## src/rtl/uart_rx_fifo.sv

```systemverilog
// Buffered 8N1 UART receiver: synchronised RX line, mid-bit sampling FSM,
// show-ahead byte FIFO and sticky framing/overflow flags.
module uart_rx_fifo #(
  parameter int unsigned CLK_PER_BIT = 868,
  parameter int unsigned FIFO_DEPTH  = 16,
  parameter int unsigned ADDR_W      = 4
) (
  input  logic              clk,
  input  logic              rst_n,
  input  logic              rx,
  input  logic              rd_en,
  output logic [7:0]        rd_data,
  output logic              rd_valid,
  output logic [ADDR_W:0]   count,
  output logic              framing_err,
  output logic              overflow,
  input  logic              clr_err
);

  localparam int unsigned CNT_W = $clog2(CLK_PER_BIT);
  localparam logic [CNT_W-1:0] HALF_LOAD = CNT_W'(CLK_PER_BIT / 2 - 1);
  localparam logic [CNT_W-1:0] BIT_LOAD  = CNT_W'(CLK_PER_BIT - 1);
  localparam logic [ADDR_W:0]  FULL_CNT  = (ADDR_W + 1)'(FIFO_DEPTH);

  localparam logic [1:0] S_IDLE  = 2'd0;
  localparam logic [1:0] S_START = 2'd1;
  localparam logic [1:0] S_DATA  = 2'd2;
  localparam logic [1:0] S_STOP  = 2'd3;

  logic             sync1, rx_s, rx_s_d;
  logic             started, armed;
  logic             start_edge;

  logic [1:0]       state, state_nx;
  logic [CNT_W-1:0] cnt, cnt_nx;
  logic [2:0]       idx, idx_nx;
  logic [7:0]       shift, shift_nx;
  logic             push_req, frame_bad;

  logic [7:0]       mem [FIFO_DEPTH];
  logic [ADDR_W-1:0] wr_ptr, rd_ptr, wr_ptr_nx, rd_ptr_nx;
  logic [ADDR_W:0]  count_nx;
  logic             pop, push, full, ovf_set;

  // Synchroniser plus edge-history flop; all idle-high out of reset.
  always_ff @(posedge clk or negedge rst_n) begin
    if (!rst_n) begin
      sync1  <= 1'b1;
      rx_s   <= 1'b1;
      rx_s_d <= 1'b1;
    end else begin
      sync1  <= rx;
      rx_s   <= sync1;
      rx_s_d <= rx_s;
    end
  end

  // Edges are only trusted once the real line has been seen high after reset,
  // so a line held low through reset release cannot fake a start bit.
  always_ff @(posedge clk or negedge rst_n) begin
    if (!rst_n) begin
      started <= 1'b0;
      armed   <= 1'b0;
    end else begin
      started <= 1'b1;
      armed   <= armed | (started & sync1);
    end
  end

  assign start_edge = armed & rx_s_d & ~rx_s;

  always_ff @(posedge clk or negedge rst_n) begin
    if (!rst_n) begin
      state <= S_IDLE;
      cnt   <= '0;
      idx   <= '0;
      shift <= '0;
    end else begin
      state <= state_nx;
      cnt   <= cnt_nx;
      idx   <= idx_nx;
      shift <= shift_nx;
    end
  end

  always_comb begin
    state_nx  = state;
    cnt_nx    = cnt;
    idx_nx    = idx;
    shift_nx  = shift;
    push_req  = 1'b0;
    frame_bad = 1'b0;
    case (state)
      S_IDLE: begin
        if (start_edge) begin
          state_nx = S_START;
          cnt_nx   = HALF_LOAD;
        end
      end
      S_START: begin
        if (cnt == '0) begin
          if (rx_s) begin
            state_nx = S_IDLE;
            cnt_nx   = '0;
          end else begin
            state_nx = S_DATA;
            idx_nx   = '0;
            cnt_nx   = BIT_LOAD;
          end
        end else begin
          cnt_nx = cnt - CNT_W'(1);
        end
      end
      S_DATA: begin
        if (cnt == '0) begin
          shift_nx[idx] = rx_s;
          cnt_nx        = BIT_LOAD;
          if (idx == 3'd7) begin
            state_nx = S_STOP;
          end else begin
            idx_nx = idx + 3'd1;
          end
        end else begin
          cnt_nx = cnt - CNT_W'(1);
        end
      end
      S_STOP: begin
        if (cnt == '0) begin
          state_nx  = S_IDLE;
          cnt_nx    = '0;
          push_req  = rx_s;
          frame_bad = ~rx_s;
        end else begin
          cnt_nx = cnt - CNT_W'(1);
        end
      end
      default: begin
        state_nx = S_IDLE;
        cnt_nx   = '0;
      end
    endcase
  end

  // FIFO control: a pop frees a slot in the same cycle as a push into a full FIFO.
  assign pop     = rd_en & rd_valid;
  assign full    = (count == FULL_CNT);
  assign push    = push_req & (~full | pop);
  assign ovf_set = push_req & full & ~pop;

  always_comb begin
    wr_ptr_nx = push ? wr_ptr + ADDR_W'(1) : wr_ptr;
    rd_ptr_nx = pop  ? rd_ptr + ADDR_W'(1) : rd_ptr;
    case ({push, pop})
      2'b10:   count_nx = count + (ADDR_W + 1)'(1);
      2'b01:   count_nx = count - (ADDR_W + 1)'(1);
      default: count_nx = count;
    endcase
  end

  always_ff @(posedge clk) begin
    if (push) begin
      mem[wr_ptr] <= shift;
    end
  end

  // Registered show-ahead head: bypass the byte being written when it becomes the head.
  always_ff @(posedge clk or negedge rst_n) begin
    if (!rst_n) begin
      wr_ptr   <= '0;
      rd_ptr   <= '0;
      count    <= '0;
      rd_valid <= 1'b0;
      rd_data  <= '0;
    end else begin
      wr_ptr   <= wr_ptr_nx;
      rd_ptr   <= rd_ptr_nx;
      count    <= count_nx;
      rd_valid <= (count_nx != '0);
      if (count_nx != '0) begin
        if (push && (wr_ptr == rd_ptr_nx)) begin
          rd_data <= shift;
        end else begin
          rd_data <= mem[rd_ptr_nx];
        end
      end
    end
  end

  always_ff @(posedge clk or negedge rst_n) begin
    if (!rst_n) begin
      framing_err <= 1'b0;
      overflow    <= 1'b0;
    end else begin
      if (frame_bad) begin
        framing_err <= 1'b1;
      end else if (clr_err) begin
        framing_err <= 1'b0;
      end
      if (ovf_set) begin
        overflow <= 1'b1;
      end else if (clr_err) begin
        overflow <= 1'b0;
      end
    end
  end

endmodule

```

## config.mk

```make
export PLATFORM = sky130hd
export DESIGN_NAME = uart_rx_fifo
export DESIGN_NICKNAME = d
export VERILOG_FILES = /design/src/rtl/uart_rx_fifo.sv
export SDC_FILE = /design/constraint.sdc
export NUM_CORES = 1
export LEC_CHECK = 0
export CORE_MARGIN = 3
export CORE_UTILIZATION = 65
export DETAILED_ROUTE_END_ITERATION = 8
export PLACE_DENSITY_LB_ADDON = 0.05
export SYNTH_ARGS = -nofsm -noshare
export SYNTH_HDL_FRONTEND = slang
export SYNTH_SLANG_ARGS = --single-unit
```

## constraint.sdc

```tcl
create_clock -name clk -period 8.2 [get_ports clk]
set_clock_uncertainty 0.2 [all_clocks]
set_input_delay 1.23 -clock clk [delete_from_list [all_inputs] [get_ports clk]]
set_output_delay 1.23 -clock clk [all_outputs]
set_load 0.1 [all_outputs]
```

# ---- Yosys cells after proc, flatten, opt, wreduce, memory -nomap -nowiden
# Memories as Yosys holds them, arrays and structs flattened. A register that Yosys moved wholly into a read port is not among the register bits.
# Index checks and enable logic that the tools add are counted.
dict set report op_classes {
  div 0
  order_cmp 2
  multipliers 0
  eq_ne 14
  shifts 0
  mux 32
  reduce_logical 11
  n_addsub 6
  bitwise 12
}
# op count
set op_table {}
lappend op_table {{$mux 10} 5}
lappend op_table {{$pmux 10 s4} 1}
lappend op_table {{$ne 2x2->1 const B} 7}
lappend op_table {{$mux 2} 6}
lappend op_table {{$mux 3} 4}
lappend op_table {{$logic_not 10->1} 1}
lappend op_table {{$mux 1} 10}
lappend op_table {{$pmux 5 s2} 1}
lappend op_table {{$reduce_and 5->1} 2}
lappend op_table {{$sub 10x1->10 const B} 1}
lappend op_table {{$add 4x1->4 const B} 2}
lappend op_table {{$bwmux 8} 1}
lappend op_table {{$pmux 2 s4} 1}
lappend op_table {{$and 1x1->1} 7}
lappend op_table {{$eq 2x2->1 const B} 3}
lappend op_table {{$pmux 3 s2} 1}
lappend op_table {{$reduce_bool 2->1} 3}
lappend op_table {{$add 5x1->5 const B} 1}
lappend op_table {{$eq 5x5->1 const B} 1}
lappend op_table {{$reduce_bool 5->1} 1}
lappend op_table {{$sub 5x1->5 const B} 1}
lappend op_table {{$eq 2x1->1 const B} 2}
lappend op_table {{$lt 3x4->1 const B} 1}
lappend op_table {{$mux 4} 1}
lappend op_table {{other kinds (10)} 13}
dict set report word_totals {
  ramBits 128
  ff_bits 44
  n_memories 1
  mem_bits_ro 0
  latchBits 0
}
# memory words width read_ports rd_clocked_by_memory_dff wr line_no
set memory_table {}
lappend memory_table {mem 16 8 1 1 1 40} ;# logic [7:0] mem [FIFO_DEPTH];

# ---- Longest topological paths before layout
dict set report logic_depth {
  word_depth 7
  mapped_depth 14
}

# ---- Worst setup path before layout
# No wires, ideal clock.
dict set report synth_timing {
  path_type {input port to flip-flop}
  start {input port rd_en}
  end {register rd_data[0], read port of mem}
  slack_ps 4455
  path_stages 7
  setup_time_ps 125
  t_arrival_ps 3420
  cell_sequence {nand2_1 -> nor2_1 -> xor2_1 -> ha_1 -> or3b_4 -> a2111oi_4 -> mux2_4}
}
dict set report synth_between {
  elab_chain_len 6
  word_cells_on_any_way 8
  classes_between {eq/ne (2); mux (2); bitwise (3); reduce/logical (1)}
}
# item line_no
set synth_rtl {}
lappend synth_rtl {{start, declared} 11} ;# input logic rd_en,
lappend synth_rtl {{$and 1x1->1 (*)} 145} ;# assign pop = rd_en & rd_valid;
lappend synth_rtl {{$or 1x1->1} 147} ;# assign push = push_req & (~full | pop);
lappend synth_rtl {{$and 1x1->1} 147}
lappend synth_rtl {{$eq 2x1->1 / $eq 2x2->1 (equally long branches)} 153} ;# case ({push, pop})
lappend synth_rtl {{$pmux 5 s2} 153}
lappend synth_rtl {{$reduce_bool 5->1} 179} ;# if (count_nx != '0) begin
lappend synth_rtl {{end, declared} 12} ;# output logic [7:0] rd_data,
# Every way passes the cells marked *; elsewhere a longest branch is shown, timed or not.
# A chain may end at the register's enable or synchronous reset.

# ---- Final worst setup path
dict set report layout_timing {
  start {input port rd_en}
  end {register rd_data[2], read port of mem}
}
# The elaborated chain is that of the path after synthesis.

==> flow_summary.yaml <==
run_status:
  status: "finished, final reports clean"
floorplanning:
  floorplan.core_area_um2: 11600
  die-height_um: 116
  initial_core_util_pct: 67.6
  placementRows: 39
  pin_count: 21
  floorplan.die_area_um2: 13400
  die_w_um: 116
clock_network:
  clk-insertion-delay-late_ns: 0.43
  tritoncts_clock_tree: "yes"
  cts.hold.buffers_added: 0
  clock_sinks: 180
  post_cts_resize_count: 0
  clk_path_buf_depth: 2
  cts.reportedPaths.clkPinSlew_ns: 0.06
  post_cts_buffers: 0
  clock_tree.htree_level_count: 4
  cts_buffers: 17
  root_buffer_cell: "clkbuf_16"
placement:
  detailedPlace.worstSlack_ns: 3.28
  number_of_instances_in_the_placed_design: 744
  io_buffer_count: 20
  detailedPlacementHpwl_mm: 11.3
  routabilityCongestion: 0.939
  placement.cell_area_um2: 8170
route:
  detailedRoute.firstPassIterationCount: 5
  totalWireLength_mm: 17.7
  routedWlPerCell_um: 22.9
  drt-vias-per-instance: 6.59
  ant_nets: 0
  dr_total_vias: 5113
  dr_wl_met3_mm: 1.53
  drt_drc_violations_left: 0
  dr_wl_met2_mm: 8.44
  top_signal_layer_used: "met4"
  initialDrtViolationCount: 585
  met1Wirelength_mm: 7.25
cells_and_area:
  ratio_of_cells_with_drive_above_1_in_the_final_layout_pct: 9.64
  final_net_count: 635
  area.growth.synth_to_final_pct: 11.0
  multi_input_comb_area_um2: 2560
  final_core_util_pct: 75.0
  postLayoutCellArea_um2: 8720
  number_of_standard_cells_in_the_final_layout_excluding_fillers: 776
  antennaDiodeCount: 0
  num-fill-cells: 746
  seqCellArea_um2: 5150
timing:
  slew_violations: 0
  setup_slack_after_layout_ns: 3.67
  max_slew.worst_pin.slew_ns: 1.26
  achievable-frequency_mhz: 221
  rsz0062_at_grt: "no"
  timing.hold.ws_ns: 0.174
  max_slew_margin_pct: 15.7
  final.min_clock_period_ns: 4.53
  setup_viol: 0
  final.setup.tns_ns: 0
  timing.final.hold_violations: 0
  post-route-period-util_pct: 55.3
worst_hold_path:
  worstHoldPathType: "flip-flop to flip-flop"
critical_path:
  path_delay_family: "buffers and inverters"
  start_kind: "primary input"
  crit_chain: "clkdlybuf4s50_1 > a21boi_0 > nor2_4 > buf_4 > inv_1 > nand2_1 > a32oi_1 > a21boi_0 > a21oi_1 > mux2_4"
  end_kind: "flip-flop"
  critical-path-max-stage-delay_ns: 0.73
  worstPathArrival_ns: 4.65
  worst-setup-path-type: "primary input to flip-flop"
  cell_repeated_most_along_the_worst_path: "a21boi_0"
  worst-path-buf-inv: 3
  cp_max_fo: 47
  critical-path-slowest-cell: "inv_1"
  required_ns: 8.31
grt:
  grt_pass1_wl_mm: 27.5
  grt_antenna_before_repair: 0
  globalRouteOverflowTotal: 0
  total_routing_usage_gr_pct: 28.0
  grt_start_max_net_pins: 53
  grt_pass1_vias: 4907
yosys:
  synthArstFlopShare_pct: 28.9
  synth_nets: 620
  ys_seq_elements: 180
  synth.lib_cells_used.distinct: 58
  ys_seq_area_share_pct: 65.6
  ys.flop_type: "edfxtp_1"
  synthesis.instances: 605
  total_of_warnings_raised_by_yosys: 0
  post_synth.cell_area_avg_um2: 13.0
  mappedNetlistArea_um2: 7850
  post_synth_edffs: 128
power_and_ir_drop:
  vdd.ir_drop.worst_uv: 219
  power.density_nw_per_um2: 353
  power.leakage_nw: 3.16
  power_mw: 3.08
run:
  drv_cap: 0
[logic make-up (layout without fill, tap and decap cells)]
family,after synthesis,count (layout),synth area share (%)
other,1,1,0.0477
xor gates and xnor gates,16,16,1.96
and+or+nand+nor,191,191,11.6
AOI/OAI and AO/OA,123,123,11.1
muxes,42,42,6.12
DFF,180,180,65.6
buffers and inverters,42,70,2.01
adders and majority gates,10,10,1.59
[Yosys cell counts, drive strengths merged, types with 4 or more instances]
master  number  area [um^2]
nand2       76          285
xor2         6         52.6
a221oi       7         61.3
dfrtp       49         1230
a21boi       9         67.6
a311oi      15          131
clkbuf      25         93.8
a21oi       18         93.8
mux2i       24          240
edfxtp     128         3840
nor2        47          176
nand3b       4         30.0
nand2b       6         37.5
o21ai       28          140
mux2        17          218
nand3        9         45.0
o31ai        4         30.0
ha          10          125
xnor2        9         78.8
inv         14         52.6
nor3        14         81.3
and3        17          106
a32oi        7         61.3
a211oi      15          113
[flip-flops by register name, summed over array words and instances (netlist names), named ones only]
signal	cells
mem	128
framing_err	1
cnt	10
rd_data	8
rx_s_d	1
wr_ptr	4
overflow	1
rx_s	1
rd_ptr	4
armed	1
count	5
sync1	1
idx	3
started	1
shift	8
state	1
rd_valid	1
[layout make-up]
| type | instances | area share (%) |
|---|---|---|
| flip-flops and latches | 180 | 59.1 |
| multi-input cells | 383 | 29.4 |
| well taps | 143 | 2.05 |
| clock inverters | 7 | 0.947 |
| repair buffers | 24 | 2.58 |
| clock buffers | 25 | 5.34 |
| inverters | 14 | 0.603 |
[placed cells by master (no fill, tap or decap), drive strengths merged, types with 7 or more instances in the layout]
master and n:
a32oi 7, nand2 76, mux2 17, edfxtp 128, a21boi 9, ha 10
nor2 47, clkdlybuf4s50 19, inv 14, nand3 9, a221oi 7, o21ai 28
and3 17, a311oi 15, xnor2 9, a211oi 15, a21oi 18, nor3 14
mux2i 24, dfrtp 49, clkbuf 25
[worst register-to-register path, delay by kind of cell (launching register included)]
family	cells	cell delay, ns
AO/OA/AOI/OAI	2	0.94
flip-flops	1	0.43
adder cells (fa/ha/maj)	1	0.26
XOR/XNOR	2	0.39
multiplexers	1	0.36
AND/OR/NAND/NOR	4	1.72
[final timing paths]
| kind | start | to | slack (ns) | cells after the start |
|---|---|---|---|---|
| setup / recovery | rd_en | rd_data[2]$_DFFE_PN0P_ | 3.67 | 10 |
| hold reg to reg | sync1$_DFF_PN1_ | rx_s$_DFF_PN1_ | 0.17 | 0 |
| setup reg to reg | cnt[5]$_DFFE_PN0P_ | rd_data[3]$_DFFE_PN0P_ | 3.78 | 10 |
| hold / removal | sync1$_DFF_PN1_ | rx_s$_DFF_PN1_ | 0.17 | 0 |
| min in group asynchronous | rst_n | wr_ptr[2]$_DFFE_PN0P_ | 0.72 | 2 |
| max in group asynchronous | rst_n | shift[7]$_DFFE_PN0P_ | 6.57 | 2 |
[where the power goes]
part | total (mW) | internal, mW | switching [mW]
Combinational | 1.18 | 0.395 | 0.780
Sequential | 1.14 | 1.04 | 0.103
Clock | 0.763 | 0.453 | 0.310
[per-layer routing]
metal,vias up,global-route usage (%)
met3,36,6.53
met2,251,43.2
met1,2528,39.2
li1,2298,-
met5,-,0
met4,0,11.2
Power figures use the tool's default switching activity.
